File: src/rtl/repl_policy_engine.sv
// Per-set victim selection for the set-associative cache: age-counter LRU or FIFO, registered lookup.
// Define REPL_WAY_LOCK_EN to add the lock_mask port that excludes ways from victimisation.
module repl_policy_engine #(
    parameter int NUM_SETS = 64,
    parameter int ASSOC    = 4,
    parameter int POLICY   = 0
) (
    input  logic                        clk,
    input  logic                        reset,
    input  logic                        lookup_valid,
    input  logic [$clog2(NUM_SETS)-1:0] lookup_set,
    input  logic [ASSOC-1:0]            lookup_way_valid,
    input  logic                        update_valid,
    input  logic [$clog2(NUM_SETS)-1:0] update_set,
    input  logic [$clog2(ASSOC)-1:0]    update_way,
    input  logic                        update_is_fill,
`ifdef REPL_WAY_LOCK_EN
    input  logic [ASSOC-1:0]            lock_mask,
`endif
    output logic                        victim_valid,
    output logic [$clog2(ASSOC)-1:0]    victim_way,
    output logic                        victim_invalid,
    output logic                        victim_none
);
    localparam int WW = $clog2(ASSOC);

    generate
        if (NUM_SETS < 2 || (NUM_SETS & (NUM_SETS - 1)) != 0) begin : gBadSets
            $error("repl_policy_engine: NUM_SETS must be a power of 2 and >= 2");
        end
        if (ASSOC < 2 || (ASSOC & (ASSOC - 1)) != 0) begin : gBadAssoc
            $error("repl_policy_engine: ASSOC must be a power of 2 and >= 2");
        end
        if (POLICY != 0 && POLICY != 1) begin : gBadPolicy
            $error("repl_policy_engine: POLICY must be 0 (LRU) or 1 (FIFO)");
        end
    endgenerate

    logic [ASSOC-1:0] lockMask;
`ifdef REPL_WAY_LOCK_EN
    assign lockMask = lock_mask;
`else
    assign lockMask = '0;
`endif

    logic unusedFill;
    assign unusedFill = update_is_fill;

    // Replacement state of the looked-up set, read before any same-edge update commits.
    logic [WW-1:0] lkAges [ASSOC];
    logic [WW-1:0] lkPtr;

    generate
        if (POLICY == 0) begin : gLru
            logic [WW-1:0] age_q    [NUM_SETS][ASSOC];
            logic [WW-1:0] ageRow_d [ASSOC];
            logic [WW-1:0] hitAge;

            // Ways younger than the accessed one age by one; the accessed way becomes MRU.
            always_comb begin
                hitAge = age_q[update_set][update_way];
                for (int w = 0; w < ASSOC; w++) begin
                    ageRow_d[w] = age_q[update_set][w];
                    if (age_q[update_set][w] < hitAge) begin
                        ageRow_d[w] = age_q[update_set][w] + 1'b1;
                    end
                end
                ageRow_d[update_way] = '0;
            end

            always_ff @(posedge clk) begin
                if (reset) begin
                    for (int s = 0; s < NUM_SETS; s++) begin
                        for (int w = 0; w < ASSOC; w++) begin
                            age_q[s][w] <= WW'(w);
                        end
                    end
                end else if (update_valid) begin
                    for (int w = 0; w < ASSOC; w++) begin
                        age_q[update_set][w] <= ageRow_d[w];
                    end
                end
            end

            always_comb begin
                for (int w = 0; w < ASSOC; w++) begin
                    lkAges[w] = age_q[lookup_set][w];
                end
            end
            assign lkPtr = '0;
        end else begin : gFifo
            logic [WW-1:0] ptr_q [NUM_SETS];
            logic [WW-1:0] ptr_d;

            // Power-of-two associativity makes the increment wrap naturally.
            assign ptr_d = update_way + 1'b1;

            always_ff @(posedge clk) begin
                if (reset) begin
                    for (int s = 0; s < NUM_SETS; s++) begin
                        ptr_q[s] <= '0;
                    end
                end else if (update_valid && update_is_fill) begin
                    ptr_q[update_set] <= ptr_d;
                end
            end

            assign lkPtr = ptr_q[lookup_set];
            always_comb begin
                for (int w = 0; w < ASSOC; w++) begin
                    lkAges[w] = '0;
                end
            end
        end
    endgenerate

    logic [WW-1:0] victimWay_d;
    logic          victimInvalid_d;
    logic          victimNone_d;
    logic          found;
    logic [WW-1:0] bestAge;
    logic [WW-1:0] scanWay;

    // Unlocked invalid ways win first; otherwise the policy picks among unlocked ways.
    always_comb begin
        victimWay_d     = '0;
        victimInvalid_d = 1'b0;
        victimNone_d    = 1'b0;
        found           = 1'b0;
        bestAge         = '0;
        scanWay         = '0;
        for (int w = 0; w < ASSOC; w++) begin
            if (!found && !lookup_way_valid[w] && !lockMask[w]) begin
                victimWay_d     = WW'(w);
                victimInvalid_d = 1'b1;
                found           = 1'b1;
            end
        end
        if (!found) begin
            if (&lockMask) begin
                victimNone_d = 1'b1;
            end else if (POLICY == 0) begin
                for (int w = 0; w < ASSOC; w++) begin
                    if (!lockMask[w] && (!found || lkAges[w] > bestAge)) begin
                        bestAge     = lkAges[w];
                        victimWay_d = WW'(w);
                        found       = 1'b1;
                    end
                end
            end else begin
                for (int k = 0; k < ASSOC; k++) begin
                    scanWay = lkPtr + WW'(k);
                    if (!found && !lockMask[scanWay]) begin
                        victimWay_d = scanWay;
                        found       = 1'b1;
                    end
                end
            end
        end
    end

    logic          victimValid_q;
    logic [WW-1:0] victimWay_q;
    logic          victimInvalid_q;
    logic          victimNone_q;

    always_ff @(posedge clk) begin
        if (reset) begin
            victimValid_q   <= 1'b0;
            victimWay_q     <= '0;
            victimInvalid_q <= 1'b0;
            victimNone_q    <= 1'b0;
        end else begin
            victimValid_q <= lookup_valid;
            if (lookup_valid) begin
                victimWay_q     <= victimWay_d;
                victimInvalid_q <= victimInvalid_d;
                victimNone_q    <= victimNone_d;
            end
        end
    end

    assign victim_valid   = victimValid_q;
    assign victim_way     = victimWay_q;
    assign victim_invalid = victimInvalid_q;
    assign victim_none    = victimNone_q;

endmodule

File: config.mk
export PLATFORM = sky130hd
export DESIGN_NAME = repl_policy_engine
export DESIGN_NICKNAME = d
export VERILOG_FILES = /design/src/rtl/repl_policy_engine.sv
export SDC_FILE = /design/constraint.sdc
export NUM_CORES = 1
export LEC_CHECK = 0
export BUFFER_PORTS_ARGS = -buffer_cell sky130_fd_sc_hd__buf_4
export CAP_MARGIN = 30
export CELL_PAD_IN_SITES_DETAIL_PLACEMENT = 1
export CELL_PAD_IN_SITES_GLOBAL_PLACEMENT = 1
export CORE_MARGIN = 8
export CORE_UTILIZATION = 30
export CTS_CLUSTER_SIZE = 10
export DETAILED_ROUTE_END_ITERATION = 7
export PLACE_DENSITY_LB_ADDON = 0.1
export SYNTH_ARGS = -nofsm -noshare
export SYNTH_HDL_FRONTEND = slang
export SYNTH_SLANG_ARGS = --single-unit
File: constraint.sdc
create_clock -name clk -period 5.2 [get_ports clk]
set_clock_uncertainty 0.05 [all_clocks]
set_input_delay 0.26 -clock clk [delete_from_list [all_inputs] [get_ports clk]]
set_output_delay 0.26 -clock clk [all_outputs]
set_load 0.02 [all_outputs]
# ---- After elaboration in Yosys (flattened, before gate mapping)
# Memories as Yosys holds them, arrays and structs flattened.
# Cells that the tools add are included.
dict set report op_classes {
  n_addsub 4
  n_lt_le_gt_ge 10
  mux 41
  n_bitwise 3
  n_reduce_logical 18
}
# cell count
set ops {}
lappend ops {{2-bit 2-to-1 mux} 20}
lappend ops {{1-bit 2-to-1 mux} 17}
lappend ops {{1-bit logical NOT} 9}
lappend ops {{2-bit by 1-bit adder with 2-bit output, second input constant} 4}
lappend ops {{8-bit bitwise AND} 1}
lappend ops {{2-bit < comparator} 4}
lappend ops {{8-bit 2-to-1 mux} 1}
lappend ops {{8-bit inverter} 1}
lappend ops {{8-bit OR reduction} 1}
lappend ops {{2-bit > comparator} 3}
lappend ops {{6-bit 2-to-1 mux} 1}
lappend ops {{2-bit binary-select mux with 2-bit select} 1}
lappend ops {{2-bit demux with 2-bit select} 1}
lappend ops {{1-bit logical AND} 4}
lappend ops {{1-bit logical OR} 4}
lappend ops {{3-bit greater-or-equal comparator, second input constant} 1}
lappend ops {{3-bit by 1-bit < comparator with 1-bit output, second input constant} 1}
lappend ops {{2-bit inverter with 3-bit output} 1}
lappend ops {{2-bit by 1-bit > comparator with 1-bit output, second input constant} 1}
dict set report totals {
  register_bits 4
  ram_bits 512
  input_bits 23
  out_inout_bits 5
  word_cells 80
  mem_count 1
}
# name depth width read_ports rd_clocked_by_memory_dff write_ports line
set memory_table {}
lappend memory_table {gLru.age_q 64 8 2 0 64 55} ;# logic [WW-1:0] age_q [NUM_SETS][ASSOC];

# ---- Longest topological paths before layout
# Gate-level depths: netlist (run 1).
dict set report logic_depth {
  depth_word 25
  depth_mapped 27
  depth_no_buf 25
}

# ---- Worst setup path before layout (run 1)
# OpenSTA, ideal clock, no wires.
dict set report synth_path {
  kind {input to register}
  startpoint {in lookup_set[0]}
  endpoint {reg victimWay_q[0] (netlist: victim_way[0])}
  setup_ps 70
  arrival_time_ps 5378
  required_ps 5080
  setup_slack_ps -298
  cell_stages 22
  path_buffers 2
  path_cell_list {clkbuf_1 buf_2 mux4_2 mux4_2 mux4_2 ha_1 a21oi_1 a21oi_1 a21o_1 a21oi_1 ha_1 nor2b_1 o21ai_0 mux2_2 ha_1 nand2_1 o21ai_0 nand2_1 a21oi_1 o21ai_0 nand3_1 a21oi_1}
}
dict set report synth_between {
  elab_chain_cells 17
  elab_cells_between_ends 29
  classes_between {4 x order compare; 17 x mux; 7 x reduce/logical; 1 x memory}
}
# item line
set synth_lines {}
lappend synth_lines {{from (decl)} 11} ;# input logic [$clog2(NUM_SETS)-1:0] lookup_set,
lappend synth_lines {{memory 64 x 8 bit (*)} n/a}
lappend synth_lines {{2-bit by 1-bit > comparator with 1-bit output} 144} ;# if (!lockMask[w] && (!found || lkAges[w] > bestAge)) begin
lappend synth_lines {{1-bit logical OR} 144}
lappend synth_lines {{2-bit 2-to-1 mux / 1-bit 2-to-1 mux (equally long branches)} 144}
lappend synth_lines {{2-bit 2-to-1 mux / 1-bit 2-to-1 mux (equally long branches)} 139} ;# if (!found) begin
lappend synth_lines {{2-bit > comparator / 1-bit logical NOT (equally long branches)} 144}
lappend synth_lines {{1-bit logical OR} 144}
lappend synth_lines {{2-bit 2-to-1 mux / 1-bit 2-to-1 mux (equally long branches)} 144}
lappend synth_lines {{2-bit 2-to-1 mux / 1-bit 2-to-1 mux (equally long branches)} 139}
lappend synth_lines {{2-bit > comparator / 1-bit logical NOT (equally long branches)} 144}
lappend synth_lines {{1-bit logical OR} 144}
lappend synth_lines {{2-bit 2-to-1 mux / 1-bit 2-to-1 mux (equally long branches)} 144}
lappend synth_lines {{2-bit 2-to-1 mux / 1-bit 2-to-1 mux (equally long branches)} 139}
lappend synth_lines {{2-bit > comparator / 1-bit logical NOT (equally long branches)} 144}
lappend synth_lines {{1-bit logical OR} 144}
lappend synth_lines {{2-bit 2-to-1 mux (*)} 144}
lappend synth_lines {{2-bit 2-to-1 mux (*)} 139}
lappend synth_lines {{to (signal assigned)} 176} ;# victimWay_q <= victimWay_d;
lappend synth_lines {{to (decl)} 163} ;# logic [WW-1:0] victimWay_q;
# Every way passes the cells marked *; elsewhere a longest branch is shown, timed or not. The select of a mux whose other input is x is not followed.
# A chain may end at the register's enable or synchronous reset.

==> impl_summary.log, run 1 <==
[metrics] global-route wire length before repair: between 150000 and 200000 um
[metrics] number of rows in the core area: 112
[metrics] FF/Latch Area: 0.0155 mm2
[metrics] overall track demand over capacity in global routing: 0.264
[metrics] number of clock sinks: around 520
[metrics] Core Region: 0.0933 mm2
[metrics] combinational group share of total power: 0.204
[metrics] Critical Path End Type: register
[metrics] average vias per placed instance: ~6.2
[metrics] Syn Area/Cell: about 13 um2
[metrics] kind of start point of the critical path: register
[metrics] Total Neg Setup Slack: 0 ps
[metrics] final setup violating endpoints: 0
[metrics] buffers from clock root to sink, at most: 3
[metrics] maximum number of pins on one net before global-route repair: 53
[metrics] total area of multi-input combinational cells: between 0.01 and 0.015 mm2
[metrics] I/O pin total: 28
[metrics] design internal power: about 7600 uW
[metrics] worst supply voltage drop on vdd: ~0.24 mV
[metrics] die outline width: around 320 um
[metrics] final count of hold timing violations: 0
[metrics] worst-margin pin slew: between 1000 and 1500 ps
[metrics] final count of pins violating max slew: 0
[metrics] final standard cell count with taps included and fillers excluded: ~3600
[metrics] share of total power consumed by net switching: 0.307
[metrics] root buffer cell: sky130_fd_sc_hd__clkbuf_16
[metrics] residual antenna-violating net count after detailed routing: 0
[metrics] P_leak: 0.0101 uW
[metrics] detail-routed net length per standard cell: about 39 um
[metrics] fraction of synthesis flops using an asynchronous set or reset pin: 0
[metrics] detailed-placement wirelength estimate: ~100000 um
[metrics] DR vias: around 22000
[metrics] Syn Std Cell Area: 0.0283 mm2
[metrics] biggest area contributors in the synthesized netlist: sky130_fd_sc_hd__edfxtp_1, sky130_fd_sc_hd__mux4_2, sky130_fd_sc_hd__nand2_1
[metrics] vias in the first global route: about 23000
[metrics] Clock power frac: 0.362
[metrics] drt initial violations: 2834
[metrics] EDFF count, synth: a little over 500
[metrics] Yosys cell types: 85
[metrics] Final Hold Slack: between 200 and 300 ps
[metrics] number of synthesized register bits: slightly above 500
[metrics] max-capacitance violation count: 0
[metrics] required time at the endpoint of the critical path: around 5700 ps
[metrics] clock latency on the worst-skew pair: between 600 and 700 ps
[metrics] crit path setup slack, layout: ~110 ps
[metrics] instance count after placement with tap cells included: about 3500
[metrics] total number of H-tree levels: 2
[metrics] proportion of layout cells with a drive suffix above 1: 0.259
[metrics] post-layout min period: 5090 ps
[metrics] input/output buffers: 25
[metrics] top cell type by total area after synthesis: sky130_fd_sc_hd__edfxtp_1
[metrics] Final GP Congestion: between 0.9 and 1
[metrics] TritonCTS clock tree: done
[metrics] nets in the synthesized netlist: approximately 2200
[metrics] PwrDens: about 330 mW/mm2
[metrics] top cell type's share of synthesized area: 0.544
[metrics] sequential share of power: 0.434
[metrics] sequential element share of the synthesized area: 0.546
[metrics] Setup CP Type: register to register
[metrics] antenna violations before repair: 5
[metrics] run status: completed
[metrics] WP data arrival: roughly 5600 ps
[metrics] number of filler instances in the final layout: approximately 9900
[metrics] relative slew slack: 0.218
[metrics] number of standard cells after synthesis: 2201
[metrics] diode insertion count for antenna repair: 0
[metrics] maximum clock frequency: slightly below 0.2 GHz
[metrics] type of the tightest min-delay check: input pin to register
[metrics] critical path peak fanout: 4
[metrics] drt first pass iters: 6
[metrics] final worst path period share: 0.980
[metrics] overall overflow remaining after global route: 0
[metrics] number of clock buffers inserted by TritonCTS: just over 60
[metrics] Total Nets Final: 2373
[metrics] Total Die Area: 0.104 mm2
[metrics] total wire length: approximately 140000 um
[metrics] Synth warnings: 0
[metrics] remaining routing DRC violations: 0
[metrics] clock transition at the register clock pins on the worst setup and hold paths after CTS: 60 ps
[metrics] net load switching power: between 3000 and 4000 uW
[metrics] Layout area overhead: 18.0%
[metrics] worst setup slack before clock tree synthesis: -826 ps
[metrics] initial core utilization: 0.303
[metrics] die height: 323 um
[metrics] main flop type after synthesis: sky130_fd_sc_hd__edfxtp_1
==> cells in the mapped netlist, types with 15 or more instances <==
| cell type | instances |
|---|---|
| sky130_fd_sc_hd__and3b_1 | 16 |
| sky130_fd_sc_hd__a22o_1 | 15 |
| sky130_fd_sc_hd__edfxtp_1 | 512 |
| sky130_fd_sc_hd__clkbuf_1 | 95 |
| sky130_fd_sc_hd__buf_6 | 27 |
| sky130_fd_sc_hd__mux4_2 | 189 |
| sky130_fd_sc_hd__nand2_1 | 230 |
| sky130_fd_sc_hd__nand2b_1 | 74 |
| sky130_fd_sc_hd__buf_2 | 68 |
| sky130_fd_sc_hd__nor3b_1 | 23 |
| sky130_fd_sc_hd__a21oi_1 | 72 |
| sky130_fd_sc_hd__o22ai_1 | 41 |
| sky130_fd_sc_hd__nor2_1 | 217 |
| sky130_fd_sc_hd__o21ai_0 | 117 |
| sky130_fd_sc_hd__a22oi_1 | 70 |
| sky130_fd_sc_hd__o21ai_1 | 38 |
| sky130_fd_sc_hd__mux2i_1 | 21 |
| sky130_fd_sc_hd__nor4_1 | 68 |
| sky130_fd_sc_hd__inv_1 | 22 |
| sky130_fd_sc_hd__nor3_1 | 15 |
| sky130_fd_sc_hd__mux2_2 | 21 |
==> final cells by class <==
class,count,area share
well taps,1254,0.0470
multi-input cells,1449,0.353
inverters,22,0.00247
clock inverters,13,0.00180
flip-flops and latches,516,0.463
clock buffers,78,0.0489
repair buffers,290,0.0842
==> cell families after synthesis <==
logic type	Yosys count	share of synthesized area
AND/OR/NAND/NOR	748	0.133
buffers and inverters	236	0.0427
flip-flops	516	0.546
multiplexers	233	0.168
XOR/XNOR	2	0.000619
other	1	0.000133
AO/OA/AOI/OAI	455	0.105
adder cells (fa/ha/maj)	10	0.00442
==> layer usage <==
layer,GRT usage,wire length [um]
met1,0.372,60800
met4,0.104,6380
met5,0,13
met3,0.0531,11400
met2,0.398,61500
==> sequential cells by signal (all words and copies together), names as in the netlist <==
signal          flops
gLru.age_q        512
victim_way          2
victim_invalid      1
victim_valid        1
==> cells in the final DEF (no fill, tap or decap), types with 7 or more instances in the layout <==
cell                        count
sky130_fd_sc_hd__a21oi_1       69
sky130_fd_sc_hd__a21oi_2        7
sky130_fd_sc_hd__a221oi_1      14
sky130_fd_sc_hd__a22o_1        15
sky130_fd_sc_hd__a22oi_1       70
sky130_fd_sc_hd__a31oi_1        8
sky130_fd_sc_hd__and3_1        10
sky130_fd_sc_hd__and3b_1       16
sky130_fd_sc_hd__and4b_1        7
sky130_fd_sc_hd__buf_12        46
sky130_fd_sc_hd__buf_4        233
sky130_fd_sc_hd__clkbuf_1      15
sky130_fd_sc_hd__clkbuf_16     63
sky130_fd_sc_hd__clkinv_1       7
sky130_fd_sc_hd__edfxtp_1     512
sky130_fd_sc_hd__ha_1           9
sky130_fd_sc_hd__inv_1         22
sky130_fd_sc_hd__mux2_2        20
sky130_fd_sc_hd__mux2i_1       20
sky130_fd_sc_hd__mux4_2       189
sky130_fd_sc_hd__nand2_1      227
sky130_fd_sc_hd__nand2b_1      74
sky130_fd_sc_hd__nand3_1        7
sky130_fd_sc_hd__nand4_1       14
sky130_fd_sc_hd__nor2_1       217
sky130_fd_sc_hd__nor2b_1        9
sky130_fd_sc_hd__nor3_1        14
sky130_fd_sc_hd__nor3b_1       23
sky130_fd_sc_hd__nor4_1        68
sky130_fd_sc_hd__o21ai_0      113
sky130_fd_sc_hd__o21ai_1       39
sky130_fd_sc_hd__o22ai_1       41
sky130_fd_sc_hd__or3_1          7
==> worst paths after layout <==
kind         slack (ps)           endpoint  cells past startpoint         startpoint
min                 280  gLru.age_q[23][7]                      4      update_way[1]
min reg2reg         430      victim_way[1]                      2      victim_way[1]
max reg2reg         110      victim_way[0]                     22  gLru.age_q[53][5]
max                 110      victim_way[0]                     22  gLru.age_q[53][5]
==> what timing repair did <==
| action | in CTS | in global routing |
|---|---|---|
| endpoints found under the setup margin | 2 | 2 |
| resized for setup | 8 | 11 |
| pin swaps | 1 | 8 |
| hold endpoints to repair | 4 | 0 |
| buffers inserted | 2 | 3 |
| hold buffers | 5 | 0 |
==> critical path, cell delays in order (launching register included) <==
cell and delay, ps:
sky130_fd_sc_hd__edfxtp_1 420, sky130_fd_sc_hd__mux4_2 530, sky130_fd_sc_hd__mux4_2 570, sky130_fd_sc_hd__mux4_2 550, sky130_fd_sc_hd__ha_4 280, sky130_fd_sc_hd__a21oi_4 160
sky130_fd_sc_hd__a21oi_4 60, sky130_fd_sc_hd__a21o_1 160, sky130_fd_sc_hd__a21oi_2 160, sky130_fd_sc_hd__ha_1 260, sky130_fd_sc_hd__nor2b_1 140, sky130_fd_sc_hd__o21ai_2 200
sky130_fd_sc_hd__nor2_1 70, sky130_fd_sc_hd__a21o_1 160, sky130_fd_sc_hd__ha_1 280, sky130_fd_sc_hd__nor2b_1 140, sky130_fd_sc_hd__o21ai_2 170, sky130_fd_sc_hd__buf_6 140
sky130_fd_sc_hd__nand2_2 60, sky130_fd_sc_hd__a21oi_1 110, sky130_fd_sc_hd__o21ai_1 80, sky130_fd_sc_hd__nand3_1 90, sky130_fd_sc_hd__a21oi_1 70
==> power by group through the flow <==
stage               Sequential [uW]  Combinational, uW  Clock, uW
floorplan                      4770               1050          0
global placement               4820               2120          0
detailed placement             4810               2130          0
CTS                            4730               2160       4000
global route                   4740               2280       4110
finish                         4730               2230       3940
==> stage by stage <==
| stage | utilization | power [uW] | instance area (um2) |
|---|---|---|---|
| finish | 0.358 | 10900 | 33400 |
| global placement | 0.337 | 6940 | 31500 |
| CTS | 0.357 | 10900 | 33300 |
| floorplan | - | 5820 | 28300 |
| detailed placement | 0.338 | 6940 | 31500 |
| global route | 0.358 | 11100 | 33400 |
Note: power is estimated with default switching activity, not from simulation.
==> inputs of run 2 (changes only) <==
--- a/config.mk
+++ b/config.mk
@@ -14,6 +14,8 @@
 export CTS_CLUSTER_SIZE = 10
 export DETAILED_ROUTE_END_ITERATION = 7
 export PLACE_DENSITY_LB_ADDON = 0.1
+export REMOVE_ABC_BUFFERS = 1
+export SETUP_SLACK_MARGIN = 0.3
 export SYNTH_ARGS = -nofsm -noshare
 export SYNTH_HDL_FRONTEND = slang
 export SYNTH_SLANG_ARGS = --single-unit
==> run 2 against run 1 <==
Compared with the run above: clock-buffer cell count increased by 6; register-to-register slack improved by 60 ps; largest cell class unchanged; critical path depth decreased by 1; largest power group unchanged; sequential cell count unchanged; clock power increased by 11%; combinational power decreased by 4%; setup slack improved by 65 ps; critical path type unchanged; cell count decreased by 1.2%; non-clock buffer count decreased by 56; total power increased by 2.8%; routed wire length decreased by 3.0%; core utilization decreased by 0.14 points.
==> impl_summary.log, run 2 (synthesized netlist as in run 1, its figures left out) <==
[metrics] drt initial violations: 2554 (was 2834)
[metrics] required time at the endpoint of the critical path: 5630 ps (was 5660 ps)
[metrics] number of rows in the core area: 112 (unchanged)
[metrics] number of filler instances in the final layout: 9866 (was 9910)
[metrics] final instance area: 0.0333 mm2 (was 0.0334 mm2)
[metrics] Total Die Area: 0.104 mm2 (unchanged)
[metrics] average vias per placed instance: 6.15 (was 6.20)
[metrics] total number of H-tree levels: 3 (was 2)
[metrics] clock latency on the worst-skew pair: 630 ps (was 680 ps)
[metrics] critical path peak fanout: 4 (unchanged)
[metrics] buffers from clock root to sink, at most: 3 (unchanged)
[metrics] total area of multi-input combinational cells: 0.0118 mm2 (about the same)
[metrics] proportion of layout cells with a drive suffix above 1: 0.249 (was 0.259)
[metrics] die outline width: 323 um (unchanged)
[metrics] I/O pin total: 28 (unchanged)
[metrics] Total Nets Final: 2322 (was 2373)
[metrics] commonest cells after routing, fill and taps aside: sky130_fd_sc_hd__edfxtp_1, sky130_fd_sc_hd__nand2_1, sky130_fd_sc_hd__nor2_1 (was sky130_fd_sc_hd__edfxtp_1, sky130_fd_sc_hd__buf_4, sky130_fd_sc_hd__nand2_1)
[metrics] FF/Latch Area: 0.0155 mm2 (unchanged)
[metrics] worst supply voltage drop on vdd: 0.179 mV (was 0.241 mV)
[metrics] setup repair after global routing missed its margin: yes
[metrics] antenna violations before repair: 5 (unchanged)
[metrics] most common cell after layout, fill and taps aside: sky130_fd_sc_hd__edfxtp_1 (unchanged)
[metrics] maximum number of pins on one net before global-route repair: 59 (was 53)
[metrics] Setup CP Type: register to register (unchanged)
[metrics] post-layout min period: 5030 ps (was 5090 ps)
[metrics] PwrDens: 337 mW/mm2 (was 327 mW/mm2)
[metrics] detailed-placement wirelength estimate: 97700 um (was 102000 um)
[metrics] Core Region: 0.0933 mm2 (unchanged)
[metrics] number of clock buffers inserted by TritonCTS: 66 (was 61)
[metrics] WP data arrival: 5460 ps (was 5550 ps)
[metrics] root buffer cell: sky130_fd_sc_hd__clkbuf_16 (unchanged)
[metrics] core occupancy in the finished layout: 0.356 (was 0.358)
[metrics] Final GP Congestion: 0.930 (was 0.918)
[metrics] run status: completed (unchanged)
[metrics] final count of hold timing violations: 0 (unchanged)
[metrics] final worst path period share: 0.967 (was 0.980)
[metrics] max-capacitance violation count: 0 (unchanged)
[metrics] overall track demand over capacity in global routing: 0.255 (was 0.264)
[metrics] TritonCTS clock tree: done (unchanged)
[metrics] register bank with the most flops: gLru.age_q (unchanged)
[metrics] relative slew slack: 0.273 (was 0.218)
[metrics] input/output buffers: 25 (unchanged)
[metrics] detail-routed net length per standard cell: 38.0 um (was 38.7 um)
[metrics] clock transition at the register clock pins on the worst setup and hold paths after CTS: 60 ps (about the same)
[metrics] total wire length: 136000 um (was 140000 um)
[metrics] worst-margin pin slew: 1090 ps (was 1170 ps)
[metrics] P_leak: 0.0100 uW (was 0.0101 uW)
[metrics] global-route wire length before repair: 187000 um (was 193000 um)
[metrics] die height: 323 um (unchanged)
[metrics] maximum clock frequency: 0.199 GHz (was 0.196 GHz)
[metrics] vias in the first global route: 22800 (was 22600)
[metrics] area of placed instances: 0.0311 mm2 (was 0.0315 mm2)
[metrics] DR vias: 22000 (was 22500)
[metrics] overall overflow remaining after global route: 0 (unchanged)
[metrics] final count of pins violating max slew: 0 (unchanged)
[metrics] type of the tightest min-delay check: input pin to register (unchanged)
[metrics] residual antenna-violating net count after detailed routing: 0 (unchanged)
[metrics] Layout area overhead: 17.6% (was 18.0%)
[metrics] remaining routing DRC violations: 0 (unchanged)
[metrics] max reg flops: 512 (unchanged)
[metrics] Critical Path End Type: register (unchanged)
[metrics] kind of start point of the critical path: register (unchanged)
[metrics] final setup violating endpoints: 0 (unchanged)
[metrics] drt first pass iters: 7 (was 6)
[metrics] initial core utilization: 0.303 (unchanged)
[metrics] number of clock sinks: 516 (unchanged)
## run 2: cell types whose count changed in the layout (fill, tap and decap cells not counted), sizes merged
cell / delta
inv: -1
clkbuf: +6
diode: +1
dlygate4sd3: -1
buf: -55
clkinv: +6
## run 2: metal layers
layer,part of all wire,vias up,track usage
met5,0.000096,-,0
met4,0.046,2,0.106
met3,0.067,307,0.0439
met2,0.47,1043,0.414
met1,0.42,11800,0.339
li1,-,8871,-
## run 2: final timing paths
path | start | slack [ps] | cells after the start | to
setup reg to reg | gLru.age_q[48][5] | 170 | 21 | victim_way[1]
setup / recovery | gLru.age_q[48][5] | 170 | 21 | victim_way[1]
hold reg to reg | victim_way[0] | 420 | 2 | victim_way[0]
hold / removal | lookup_way_valid[3] | 60 | 4 | victim_invalid
## run 2: cell type report
class / instances / area share
antenna: 1 / 0.0000753
clock buffer: 84 / 0.0562
clock inverter: 18 / 0.00230
inverter: 22 / 0.00248
multi-input combinational: 1449 / 0.355
sequential: 516 / 0.465
tap: 1254 / 0.0472
timing repair buffer: 234 / 0.0720
## run 2: worst max-delay path, stage by stage, from the launching register on
cell and delay (ps):
sky130_fd_sc_hd__edfxtp_1 460, sky130_fd_sc_hd__mux4_2 500, sky130_fd_sc_hd__mux4_2 590, sky130_fd_sc_hd__mux4_2 560, sky130_fd_sc_hd__ha_4 250, sky130_fd_sc_hd__a21oi_2 150
sky130_fd_sc_hd__a21oi_2 60, sky130_fd_sc_hd__a21o_1 170, sky130_fd_sc_hd__a21oi_2 160, sky130_fd_sc_hd__ha_1 270, sky130_fd_sc_hd__nor2b_4 140, sky130_fd_sc_hd__o21ai_2 150
sky130_fd_sc_hd__buf_6 140, sky130_fd_sc_hd__nor2_4 30, sky130_fd_sc_hd__a21o_1 170, sky130_fd_sc_hd__ha_1 320, sky130_fd_sc_hd__nor2b_4 140, sky130_fd_sc_hd__o21ai_1 120
sky130_fd_sc_hd__nand2_1 100, sky130_fd_sc_hd__buf_4 140, sky130_fd_sc_hd__o2111ai_2 160, sky130_fd_sc_hd__a21oi_1 80
## run 2: report_power, final
| group | switching, uW | leakage, uW | internal, uW |
|---|---|---|---|
| clock | 1850 | 0.000957 | 2500 |
| combinational | 1430 | 0.00455 | 697 |
| sequential | 71.8 | 0.00450 | 4660 |
## run 2: metrics by stage
step                worst slack [ps]  cells  power (uW)  hold WS [ps]  setup TNS, ps
floorplan                      -1470   1987        5560           279        -118940
CTS                              311   3573       11200          22.8              0
global placement                -231   3456        6830           411           -381
finish                           171   3578       11200          58.3              0
global route                    47.9   3577       11500          89.2              0
detailed placement              -290   3462        6840           418           -509
## run 2: what timing repair did
| item | 4_1_cts | 5_1_grt |
|---|---|---|
| gates resized for setup | 11 | 15 |
| pin swaps | 6 | 15 |
| hold buffers | 4 | 0 |
| buffers inserted | 5 | 3 |
| endpoints found under the setup margin | 2 | 2 |
| endpoints found under the hold margin | 4 | 0 |
